$ cat src/rtl/ex_alu_unit_if.sv
// Execute-stage ALU bus: operation request from the pipeline, registered
// result and valid pulse back, plus the combinational stall.
interface ex_alu_unit_if #(
  parameter int WIDTH = 32
);
  logic             valid_i;
  logic [2:0]       ALUCtrl_i;
  logic [WIDTH-1:0] data1_i;
  logic [WIDTH-1:0] data2_i;
  logic [WIDTH-1:0] result_o;
  logic             zero_o;
  logic             valid_o;
  logic             stall_o;

  // Upstream pipeline side: presents operations, honours stall
  modport master (
    output valid_i, ALUCtrl_i, data1_i, data2_i,
    input  result_o, zero_o, valid_o, stall_o
  );

  // ALU side: consumes operations, produces results
  modport slave (
    input  valid_i, ALUCtrl_i, data1_i, data2_i,
    output result_o, zero_o, valid_o, stall_o
  );
endinterface

$ cat src/rtl/ex_alu_unit.sv
// Execute-stage ALU. AND/OR/ADD/SUB finish in one clock; MUL is an iterative
// shift-add over WIDTH clocks that holds the upstream pipeline via stall_o.
module ex_alu_unit #(
  parameter int WIDTH = 32,
  parameter int CNT_W = 5
) (
  input  logic          clk_i,
  input  logic          rst_i,
  ex_alu_unit_if.slave  bus
);

  typedef enum logic {
    S_IDLE = 1'b0,
    S_BUSY = 1'b1
  } state_t;

  localparam logic [2:0]       OP_AND = 3'b000;
  localparam logic [2:0]       OP_OR  = 3'b001;
  localparam logic [2:0]       OP_SUB = 3'b110;
  localparam logic [2:0]       OP_MUL = 3'b111;
  localparam logic [CNT_W-1:0] LAST   = CNT_W'(WIDTH - 1);

  state_t           state_q,  state_d;
  logic [WIDTH-1:0] result_q, result_d;
  logic             zero_q,   zero_d;
  logic             valid_q,  valid_d;
  logic [WIDTH-1:0] mcand_q,  mcand_d;
  logic [WIDTH-1:0] mplier_q, mplier_d;
  logic [WIDTH-1:0] acc_q,    acc_d;
  logic [CNT_W-1:0] count_q,  count_d;

  logic [WIDTH-1:0] alu_res;
  logic [WIDTH-1:0] acc_step;
  logic             is_mul;
  logic             stall;

  // Single-cycle datapath; unused codes (011/100/101) fall through to ADD
  always_comb begin
    alu_res = '0;
    case (bus.ALUCtrl_i)
      OP_AND:  alu_res = bus.data1_i & bus.data2_i;
      OP_OR:   alu_res = bus.data1_i | bus.data2_i;
      OP_SUB:  alu_res = bus.data1_i - bus.data2_i;
      default: alu_res = bus.data1_i + bus.data2_i;
    endcase
  end

  assign is_mul   = (bus.ALUCtrl_i == OP_MUL);
  // Partial sum including the current multiplier bit
  assign acc_step = mplier_q[0] ? (acc_q + mcand_q) : acc_q;

  // Stall covers the MUL accept cycle and every BUSY cycle but the last,
  // so upstream advances on the same edge that completes the product
  always_comb begin
    stall = 1'b0;
    if (rst_i) begin
      if (state_q == S_IDLE)
        stall = bus.valid_i && is_mul;
      else
        stall = (count_q != LAST);
    end
  end

  // Next-state and datapath update for the IDLE/BUSY controller
  always_comb begin
    state_d  = state_q;
    result_d = result_q;
    zero_d   = zero_q;
    valid_d  = 1'b0;
    mcand_d  = mcand_q;
    mplier_d = mplier_q;
    acc_d    = acc_q;
    count_d  = count_q;
    case (state_q)
      S_IDLE: begin
        if (bus.valid_i) begin
          if (is_mul) begin
            mcand_d  = bus.data1_i;
            mplier_d = bus.data2_i;
            acc_d    = '0;
            count_d  = '0;
            state_d  = S_BUSY;
          end else begin
            result_d = alu_res;
            zero_d   = (alu_res == '0);
            valid_d  = 1'b1;
          end
        end
      end
      S_BUSY: begin
        acc_d    = acc_step;
        mcand_d  = mcand_q << 1;
        mplier_d = mplier_q >> 1;
        count_d  = count_q + 1'b1;
        if (count_q == LAST) begin
          result_d = acc_step;
          zero_d   = (acc_step == '0);
          valid_d  = 1'b1;
          count_d  = '0;
          state_d  = S_IDLE;
        end
      end
      default: state_d = S_IDLE;
    endcase
  end

  // State registers with synchronous active-low reset
  always_ff @(posedge clk_i) begin
    if (!rst_i) begin
      state_q  <= S_IDLE;
      result_q <= '0;
      zero_q   <= 1'b1;
      valid_q  <= 1'b0;
      mcand_q  <= '0;
      mplier_q <= '0;
      acc_q    <= '0;
      count_q  <= '0;
    end else begin
      state_q  <= state_d;
      result_q <= result_d;
      zero_q   <= zero_d;
      valid_q  <= valid_d;
      mcand_q  <= mcand_d;
      mplier_q <= mplier_d;
      acc_q    <= acc_d;
      count_q  <= count_d;
    end
  end

  assign bus.result_o = result_q;
  assign bus.zero_o   = zero_q;
  assign bus.valid_o  = valid_q;
  assign bus.stall_o  = stall;

endmodule

$ cat src/flat_wrapper.sv
// flat-port wrapper written by rule: the top's interface ports become plain ports
module ex_alu_unit_flat 
#(
  parameter int WIDTH = 32,
  parameter int CNT_W = 5
)
  (clk_i, rst_i, bus_valid_i, bus_ALUCtrl_i, bus_data1_i, bus_data2_i, bus_result_o, bus_zero_o, bus_valid_o, bus_stall_o);
  ex_alu_unit_if #(.WIDTH(WIDTH)) bus_i ();
  input  logic clk_i;
  input  logic rst_i;
  input wire logic [$bits(bus_i.valid_i)-1:0] bus_valid_i;
  input wire logic [$bits(bus_i.ALUCtrl_i)-1:0] bus_ALUCtrl_i;
  input wire logic [$bits(bus_i.data1_i)-1:0] bus_data1_i;
  input wire logic [$bits(bus_i.data2_i)-1:0] bus_data2_i;
  output wire logic [$bits(bus_i.result_o)-1:0] bus_result_o;
  output wire logic [$bits(bus_i.zero_o)-1:0] bus_zero_o;
  output wire logic [$bits(bus_i.valid_o)-1:0] bus_valid_o;
  output wire logic [$bits(bus_i.stall_o)-1:0] bus_stall_o;
  assign bus_i.valid_i = bus_valid_i;
  assign bus_i.ALUCtrl_i = bus_ALUCtrl_i;
  assign bus_i.data1_i = bus_data1_i;
  assign bus_i.data2_i = bus_data2_i;
  assign bus_result_o = bus_i.result_o;
  assign bus_zero_o = bus_i.zero_o;
  assign bus_valid_o = bus_i.valid_o;
  assign bus_stall_o = bus_i.stall_o;
  ex_alu_unit #(.WIDTH(WIDTH), .CNT_W(CNT_W)) u_core (.clk_i(clk_i), .rst_i(rst_i), .bus(bus_i));
endmodule
$ cat config.mk
export PLATFORM = sky130hd
export DESIGN_NAME = ex_alu_unit_flat
export DESIGN_NICKNAME = d
export VERILOG_FILES = /design/src/rtl/ex_alu_unit_if.sv /design/src/rtl/ex_alu_unit.sv /design/src/flat_wrapper.sv
export SDC_FILE = /design/constraint.sdc
export NUM_CORES = 1
export LEC_CHECK = 0
export ABC_AREA = 1
export BUFFER_PORTS_ARGS = -buffer_cell sky130_fd_sc_hd__buf_2
export CORE_AREA = 2 2 176 178
export CTS_CLUSTER_DIAMETER = 30
export CTS_CLUSTER_SIZE = 30
export DETAILED_ROUTE_END_ITERATION = 6
export DIE_AREA = 0 0 178 180
export PLACE_DENSITY = 0.65
export SYNTH_ARGS = -nofsm -noshare
export SYNTH_HDL_FRONTEND = slang
export SYNTH_SLANG_ARGS = --single-unit
$ cat constraint.sdc
create_clock -name clk_i -period 5.29 [get_ports clk_i]
set_input_delay 1.058 -clock clk_i [delete_from_list [all_inputs] [get_ports clk_i]]
set_output_delay 1.058 -clock clk_i [all_outputs]
set_load 0.02 [all_outputs]
==> metrics.md <==
| Metric | Value |
|---|---|
| Outcome | completed |
| GP Congestion | 0.929 |
| H-Tree Depth | 4 |
| Syn Nets | 2287 |
| WS Path Type | primary input to flip-flop |
| Syn. warnings | 0 |
| Antenna viol nets, final | 0 |
| Clock sink count | 136 |
| Post-Syn Area | 12200 µm² |
| Routed WL | 41800 µm |
| Slew Viols, Final | 0 |
| Tmin final | 4.57 ns |
| Seq/Total Area, Yosys | 22.2% |
| Post-synth ARST share | 0% |
| Worst setup path startpoint | bus_data2_i[1] |
| Reg2reg start | u_core.state_q |
| Post-synth EDFFs | 0 |
| Residual DRC count | 0 |
| FF-to-FF path depth | 17 |
| Site row count | 64 |
| Largest net degree at the start of global routing | 67 |
| Total negative slack | 0 ns |
| FF-to-FF setup slack | 2.20 ns |
| Initial core utilization | 40.5% |
| Vias in the first global route | 12500 |
| DR vias/cell | 5.28 |
| Clk_lat worst skew | 0.45 ns |
| Lkg Pwr | 6.89 nW |
| CTS tree | yes |
| Worst vdd ir | 0.204 mV |
| Most common cell on crit path | nand2_1 |
| I/O Buffers | 104 |
| Commonest cells after routing, fill and taps aside | nand2_1 (766), inv_1 (283), nor2_1 (213) |
| Commonest non-fill, non-tap cell in the layout | nand2_1 |
| Crit path max-delay cell type | a21oi_1 |
| Core Box Area | 30200 µm² |
| Setup Viol. Count Final | 0 |
| Worst-path clk slew | 0.06 ns |
| Die width | 178 µm |
| Slew HR | 35.8% |
| TritonRoute pass-1 iters | 5 |
| Reg2reg end | u_core.bus.zero_o |
| Cell area power density | 236 nW/µm² |
| # IOs | 105 |
| Ant diodes | 0 |
| Clk buf depth | 2 |
| Hold Crit Class | flip-flop to flip-flop |
| Root buffer cell | clkbuf_16 |
| Hold-fix buffers, CTS | 0 |
| DRT iter0 DRCs | 1116 |
| Maxcap violations | 0 |
| Number of library cell types mapped by synthesis | 43 |
| Seq cells post-synth | 136 |
| Worst Setup Start Kind | primary input |
| Global-route wire length before repair | 65800 µm |
| Final cell utilization of the core | 45.0% |
| Slew @ Worst Pin | 0.960 ns |
| Die height | 180 µm |
| WL/cell | 16.0 µm |
| Initial antenna violation count | 0 |
| Grt total ovfl | 0 |
| Total GRT Usage | 26.0% |
| Ys flop type | dfxtp_1 |
| Layout cells sized above 1 | 9.15% |
| FMAX | 0.219 GHz |
| Final Cycle Share | 86.4% |
| WP data required | 5.68 ns |
| Area Growth Syn to Fin | 11.1% |
| Avg Cell Area, Syn | 5.70 µm² |
| Die area | 32000 µm² |
| Crit path max fanout | 5 |
| Via count | 13800 |
| Hold Vio Cnt, Final | 0 |
| Cts bufs inserted | 17 |
| Mapped Cells | 2148 |
| Final-stage net count | 2344 |
| Post-CTS Setup Inserts | 0 |
| Clk_skew | 0.0116 ns |
| Critical Path Sink | u_core.bus.zero_o |
| PostCTS Resize Cnt | 0 |
| HPWL Detailed | 32800 µm |
| RSZ-0062 raised after global routing | false |
| Biggest cell delay along the critical path | 0.36 ns |
| Nature of the critical path endpoint | flip-flop |
| Arr. time, crit path | 4.96 ns |
logic make-up after synthesis:
group | count (synthesis) | share of synthesized area, %
XOR/XNOR | 37 | 2.65
AO/OA/AOI/OAI | 285 | 13.6
flip-flops | 136 | 22.2
buffers and inverters | 367 | 12.0
AND/OR/NAND/NOR | 1254 | 42.4
adder cells (fa/ha/maj) | 69 | 7.18
worst min-delay path by stage:
stage	from	endpoint	slack [ns]	cells after the start
floorplan	u_core.count_q[4]	u_core.count_q[4]	0.44	2
global placement	u_core.mplier_q[31]	u_core.mplier_q[31]	0.45	2
detailed placement	u_core.mplier_q[3]	u_core.mplier_q[3]	0.46	2
CTS	u_core.mplier_q[3]	u_core.mplier_q[3]	0.47	2
global route	u_core.mplier_q[20]	u_core.mplier_q[20]	0.48	2
finish	u_core.mplier_q[3]	u_core.mplier_q[3]	0.47	2
registers in the layout, indices dropped and copies added, names as in the netlist:
signal	cells
u_core.bus.zero_o	1
u_core.acc_q	32
u_core.mplier_q	32
u_core.count_q	5
u_core.bus.valid_o	1
u_core.bus.result_o	32
u_core.mcand_q	32
u_core.state_q	1
stage by stage:
| step | setup WS [ns] | cell area, µm² | power [mW] | hold WS, ns | std cells |
|---|---|---|---|---|---|
| detailed placement | 0.370 | 13000 | 1.97 | 0.458 | 2582 |
| floorplan | 1.26 | 12200 | 1.69 | 0.444 | 2148 |
| CTS | 0.809 | 13600 | 3.21 | 0.468 | 2614 |
| finish | 0.718 | 13600 | 3.21 | 0.468 | 2614 |
| global placement | 0.326 | 13000 | 1.97 | 0.453 | 2582 |
| global route | 0.318 | 13600 | 3.38 | 0.484 | 2614 |
worst max-delay path: cells and delay by family:
kind / cells / cell delay, ns
compound gates: 2 / 0.66
xor+xnor: 1 / 0.17
fa+ha+maj: 2 / 0.50
buf+inv: 5 / 0.50
simple gates: 22 / 2.08
layout make-up:
type,instances,area (µm²)
well taps,396,495
clock inverters,14,163
multi-input cells,1645,8070
fillers,3298,16600
flip-flops and latches,136,2730
inverters,291,1090
repair buffers,114,608
clock buffers,18,439
Yosys cell counts (all sizes together) (4+ instances only):
cell | count | area, µm²
a22oi | 13 | 97.6
nand3 | 164 | 831
or2 | 17 | 106
xor2 | 36 | 315
nor2 | 220 | 838
a31oi | 84 | 526
o21ai | 52 | 260
nand3b | 12 | 90.1
nand4 | 23 | 144
nor3 | 26 | 145
o211ai | 16 | 120
dfxtp | 136 | 2720
buf | 19 | 116
a21oi | 102 | 518
nand2 | 784 | 2990
ha | 67 | 838
inv | 291 | 1090
and2 | 4 | 25.0
clkbuf | 57 | 254
o21bai | 11 | 82.6
power breakdown:
group / internal (mW) / total, mW / leakage (nW) / switching, mW
Combinational: 0.270 / 0.872 / 5.49 / 0.603
Clock: 0.718 / 1.24 / 0.294 / 0.525
Sequential: 1.06 / 1.09 / 1.11 / 0.0288
routing by layer:
layer	global-route usage (%)	wire length, µm	up-vias
li1	-	-	6999
met1	36.5	19900	6379
met2	42.2	19100	381
met3	2.26	1950	50
met4	7.18	828	0
met5	0	0	-
(Power assumes the default switching activity.)
